--- config.mk ---
export PLATFORM = sky130hd
export DESIGN_NAME = bht_update_unit
export DESIGN_NICKNAME = d
export VERILOG_FILES = /design/src/rtl/bht_update_unit.sv
export SDC_FILE = /design/constraint.sdc
export NUM_CORES = 1
export LEC_CHECK = 0
export CORE_AREA = 2 2 106 108
export CTS_BUF_LIST = sky130_fd_sc_hd__clkbuf_2
export CTS_CLUSTER_SIZE = 12
export DETAILED_ROUTE_END_ITERATION = 8
export DIE_AREA = 0 0 108 110
export PLACE_DENSITY = 0.84
export SLEW_MARGIN = 10
export SYNTH_ARGS = -nofsm -noshare
export SYNTH_HDL_FRONTEND = slang
export SYNTH_SLANG_ARGS = --single-unit
--- constraint.sdc ---
create_clock -name clk -period 2.8 [get_ports clk]
set_input_delay 0.7 -clock clk [delete_from_list [all_inputs] [get_ports clk]]
set_output_delay 0.7 -clock clk [all_outputs]
set_load 0.01 [all_outputs]
--- src/rtl/bht_update_unit.sv ---
// Write-side companion of the branch history table: buffers resolved outcomes as 2-bit counter
// updates in a small FIFO and keeps statistics. Optional same-index merging: BHT_UPD_COALESCE_EN.
module bht_update_unit #(
  parameter int BHT_SIZE   = 256,
  parameter int IDX_W      = 8,
  parameter int FIFO_DEPTH = 4
) (
  input  logic             clk,
  input  logic             rst,
  input  logic             res_valid,
  output logic             res_ready,
  input  logic [31:0]      res_pc,
  input  logic             res_taken,
  input  logic [1:0]       res_pred_state,
  output logic             wr_valid,
  input  logic             wr_ready,
  output logic [IDX_W-1:0] wr_idx,
  output logic [1:0]       wr_state,
  output logic             mispredict,
  output logic [31:0]      branch_cnt,
  output logic [31:0]      mispred_cnt
);

  localparam int PTR_W = (FIFO_DEPTH > 1) ? $clog2(FIFO_DEPTH) : 1;
  localparam logic [PTR_W:0] DEPTH_CNT = (PTR_W+1)'(FIFO_DEPTH);

  typedef enum logic {IDLE, ISSUE} state_t;
  state_t state_reg, state_next;

  logic [IDX_W-1:0] fifo_idx [FIFO_DEPTH];
  logic [1:0]       fifo_st  [FIFO_DEPTH];
  logic [PTR_W-1:0] rd_ptr_reg, wr_ptr_reg, last_ptr;
  logic [PTR_W:0]   count_reg;

  logic [IDX_W-1:0] res_idx;
  logic [1:0]       res_next;
  logic             full, empty, accept, pop, push, merge;

  // Upper/lower PC bits are not part of the index; parameter sanity folded in here.
  logic unused_bits;
  assign unused_bits = ^{res_pc[31:IDX_W+2], res_pc[1:0], (BHT_SIZE == (1 << IDX_W))};

  function automatic logic [1:0] sat_step(input logic [1:0] s, input logic up);
    if (up) return (s == 2'b11) ? s : s + 2'd1;
    else    return (s == 2'b00) ? s : s - 2'd1;
  endfunction

  assign res_idx  = res_pc[IDX_W+1:2];
  assign res_next = sat_step(res_pred_state, res_taken);
  assign full     = (count_reg == DEPTH_CNT);
  assign empty    = (count_reg == '0);
  assign last_ptr = wr_ptr_reg - PTR_W'(1);

  assign wr_valid = (state_reg == ISSUE);
  assign wr_idx   = fifo_idx[rd_ptr_reg];
  assign wr_state = fifo_st[rd_ptr_reg];
  assign pop      = wr_valid && wr_ready;

`ifdef BHT_UPD_COALESCE_EN
  // Merge into the youngest entry unless it is the head leaving this very cycle.
  assign merge     = res_valid && !empty && (fifo_idx[last_ptr] == res_idx)
                     && !(pop && (last_ptr == rd_ptr_reg));
  assign res_ready = !full || merge;
`else
  assign merge     = 1'b0;
  assign res_ready = !full;
`endif

  assign accept = res_valid && res_ready;
  assign push   = accept && !merge;

  always_ff @(posedge clk or negedge rst) begin
    if (!rst) begin
      rd_ptr_reg <= '0;
      wr_ptr_reg <= '0;
      count_reg  <= '0;
      for (int i = 0; i < FIFO_DEPTH; i++) begin
        fifo_idx[i] <= '0;
        fifo_st[i]  <= 2'b00;
      end
    end else begin
      if (push) begin
        fifo_idx[wr_ptr_reg] <= res_idx;
        fifo_st[wr_ptr_reg]  <= res_next;
        wr_ptr_reg           <= wr_ptr_reg + PTR_W'(1);
      end else if (accept && merge) begin
        fifo_st[last_ptr] <= sat_step(fifo_st[last_ptr], res_taken);
      end
      if (pop) rd_ptr_reg <= rd_ptr_reg + PTR_W'(1);
      count_reg <= count_reg + (PTR_W+1)'(push) - (PTR_W+1)'(pop);
    end
  end

  always_ff @(posedge clk or negedge rst) begin
    if (!rst) state_reg <= IDLE;
    else      state_reg <= state_next;
  end

  // ISSUE exactly tracks a non-empty FIFO, so a push is visible one cycle later.
  always_comb begin
    state_next = state_reg;
    case (state_reg)
      IDLE:    if (push) state_next = ISSUE;
      ISSUE:   if (pop && (count_reg == (PTR_W+1)'(1)) && !push) state_next = IDLE;
      default: state_next = IDLE;
    endcase
  end

  always_ff @(posedge clk or negedge rst) begin
    if (!rst) begin
      mispredict  <= 1'b0;
      branch_cnt  <= '0;
      mispred_cnt <= '0;
    end else begin
      mispredict <= accept && (res_pred_state[1] != res_taken);
      if (accept && (branch_cnt != '1)) branch_cnt <= branch_cnt + 32'd1;
      if (accept && (res_pred_state[1] != res_taken) && (mispred_cnt != '1))
        mispred_cnt <= mispred_cnt + 32'd1;
    end
  end

endmodule
==> summary.md <==
| Metric | Value |
|---|---|
| Syn_area_per_cell | 11.9 µm² |
| Hold Slack | 0.505 ns |
| Source-to-sink clock delay at the later pin of the worst-skew pair | 0.62 ns |
| Post-DP HPWL | 8.32 mm |
| Top-area cell type share of the netlist area | 53.2% |
| Total of warnings raised by yosys | 0 |
| Footprint of the multi-input gates | 0.00238 mm² |
| Highest net fanout along the worst path | 11 |
| Clock root buffer | sky130_fd_sc_hd__clkbuf_2 |
| Slowest stage cell, crit path | sky130_fd_sc_hd__dfrtp_1 |
| Lkg Pwr | 2.91 nW |
| Initial antenna violation count | 0 |
| Number of placement rows | 38 |
| Weighted congestion at the end of routability-driven global placement | 0.855 |
| Synthesized area | 0.00531 mm² |
| Total inserted antenna cells | 0 |
| DR DRC count | 0 |
| Maximum number of pins on one net before global-route repair | 54 |
| Initial Utilization | 49.7% |
| Sequential element share of the synthesized area | 53.2% |
| Power per Cell Area | 799 mW/mm² |
| Count of placed standard cells in the final layout, fillers left out | 715 |
| Net Count, Synth | 496 |
| Post-Synthesis Cells | 448 |
| Largest cells by area after synthesis | sky130_fd_sc_hd__dfrtp_1 53%, sky130_fd_sc_hd__mux2_2 8.5%, sky130_fd_sc_hd__xnor2_1 7.1% |
| Data required time at the worst endpoint | 2.10 ns |
| EDFF count, synth | 0 |
| Crit-path cells | mux4_2 > clkdlybuf4s15_1 |
| IO buf count | 91 |
| Clock sink total | 113 |
| Via/cell ratio | 5.54 |
| Worst Path Buf+Inv | 1 |
| Class of the tightest hold or removal check | register to register |
| Fraction of layout instances using a drive strength above 1 | 18.3% |
| Number of max-capacitance violations reported | 0 |
| RSZ-0062 raised after global routing | no |
| Final Cell Area | 0.00677 mm² |
| Maximum operating frequency | 375 MHz |
| Share of synthesized registers carrying an async set or reset | 100% |
| Number of buffers added by the clock tree synthesis step | 17 |
| Clock skew | 0.0272 ns |
| Final worst path period need | 2.67 ns |
| Routed length per placed instance | 16.5 µm |
| H-tree depth | 4 |
| Total Neg Setup Slack | 0 ns |
| I/O pin count | 116 |
| Core ar. | 0.0107 mm² |
| Final worst slack | 0.135 ns |
| Die Span Y | 110 µm |
| Critical path class | register to primary output |
| 1st-pass router iterations | 5 |
| Number of distinct library cells after synthesis | 40 |
| Tcrit/Tclk final | 95.2% |
| Setup-violating endpoint count in the final report | 0 |
| Top flop regs | branch_cnt (32), fifo_idx (32), mispred_cnt (32) |
| Most common library cell in the layout ignoring fill and taps | sky130_fd_sc_hd__dfrtp_1 |
| Wire length of the first global-routing pass | 19.5 mm |
| Placed inst area | 0.00647 mm² |
| Critical path arrival | 1.97 ns |
| WL final | 11.8 mm |
| Worst Tran Pin Value | 0.542 ns |
| Area Growth Syn to Fin | 27.3% |
| Area of the die | 0.0119 mm² |
| Most frequent cells in the layout | 112 x sky130_fd_sc_hd__dfrtp_1, 79 x sky130_fd_sc_hd__clkdlybuf4s50_1, 43 x sky130_fd_sc_hd__xnor2_1 |
| Total count of max-transition violations in the final report | 0 |
| Via count of the first global-routing pass | 4,054 |
| Delay of the slowest critical-path stage | 0.71 ns |
| Worst setup slack after placement | 0.0324 ns |
| Number of nets in the final layout | 611 |
| Clock Path Buffers | 2 |
| FILL cells | 840 |
| Kind of end point of the critical path | primary output |
| Clock transition time at the flip-flop clock pins of the worst setup and hold paths | 0.16 ns |
| Number of nets with antenna violations after detailed routing | 0 |
| Nature of the critical path startpoint | register |
| VDD IR max | 0.519 mV |
| Final number of hold-violating endpoints | 0 |
| Remaining Overflow, GRT | 0 |
| Horizontal die dimension | 108 µm |
| CP top delay family | flip-flops |
| TritonCTS clock tree | built |
| Number of synthesized register bits | 113 |
| Leading register cell type out of synthesis | sky130_fd_sc_hd__dfrtp_1 |
| Run status | complete, no violations |
| Cell type contributing the most total cell area after synthesis | sky130_fd_sc_hd__dfrtp_1 |
| Number of cells after detailed placement | 682 |
| Worst slew margin relative to its limit | 63.8% |
| Area taken by flip-flops and latches | 0.00283 mm² |
| Number of DRC markers in iteration 0 | 208 |
| Count of vias placed by the detailed router | 3,964 |
| Combined global-route utilization of all metal layers | 21.3% |
per-stage QoR:
step	utilization, %	power [mW]
finish	63.2	5.40
global route	63.2	5.75
CTS	63.1	5.44
detailed placement	60.5	4.31
global placement	60.5	4.19
floorplan	-	3.49
final cells by class:
cell class,count,share of cell area (%)
multi-input combinational,310,35.3
timing repair buffer,108,15.8
inverter,13,0.721
clock inverter,12,2.46
clock buffer,19,1.41
sequential,113,41.8
tap,140,2.59
logic make-up (layout without fill, tap and decap cells):
group,Yosys count,after routing,synth area share (%)
and+or+nand+nor,171,171,17.2
xor gates and xnor gates,62,62,10.2
buffers and inverters,25,152,1.93
AOI/OAI and AO/OA,16,16,1.93
muxes,51,51,13.0
adders and majority gates,10,10,2.45
DFF,113,113,53.2
final timing paths:
check | start | end | slack, ns | cells after the start
min reg2reg | fifo_st[4]$_DFFE_PN0P_ | fifo_st[4]$_DFFE_PN0P_ | 0.51 | 2
max | rd_ptr_reg[1]$_DFFE_PN0P_ | wr_idx[7] | 0.13 | 2
min | fifo_st[4]$_DFFE_PN0P_ | fifo_st[4]$_DFFE_PN0P_ | 0.51 | 2
max in group asynchronous | rst | wr_valid$_DFF_PN0_ | 1.49 | 3
max reg2reg | branch_cnt[21]$_DFFE_PN0P_ | branch_cnt[1]$_DFFE_PN0P_ | 0.39 | 5
min in group asynchronous | rst | fifo_idx[10]$_DFFE_PN0P_ | 0.54 | 2
per-layer routing:
layer | vias up | global-route usage, % | share of wire [%]
li1 | 1831 | - | -
met1 | 2003 | 27.2 | 43
met2 | 124 | 35.6 | 51
met3 | 6 | 4.88 | 4.8
met4 | 0 | 7.97 | 0.74
met5 | - | 0 | 0
tightest hold or removal path, cell delays in order, from the launching register on:
cell	delay [ns]
sky130_fd_sc_hd__dfrtp_1	0.37
sky130_fd_sc_hd__nand2_1	0.04
sky130_fd_sc_hd__o21ai_0	0.06
report_power, final:
part           internal (mW)  switching, mW
Clock                  0.581          0.594
Combinational           1.10          0.720
Sequential              2.07          0.340
cell usage after synthesis, drive strengths merged (2+ instances only):
cell,count
mux2,41
and3,11
o211ai,2
buf,8
nand4b,2
or4,4
nor2,23
nand2,35
nand3,31
nand4,29
clkbuf,4
mux4,10
xnor2,43
ha,8
inv,13
nor4,6
xor2,19
and2,7
and4,6
nor3,14
dfrtp,113
o21ai,7
what timing repair did:
item                                    in CTS  in global routing
resized for setup                           14                 12
pin swaps                                    0                  0
hold endpoints to repair                    30                  0
gates cloned                                 0                  0
endpoints found under the setup margin      11                 11
buffers inserted                             1                  0
hold buffers                                 1                  0
No activity file was read; power rests on OpenSTA's default activity.
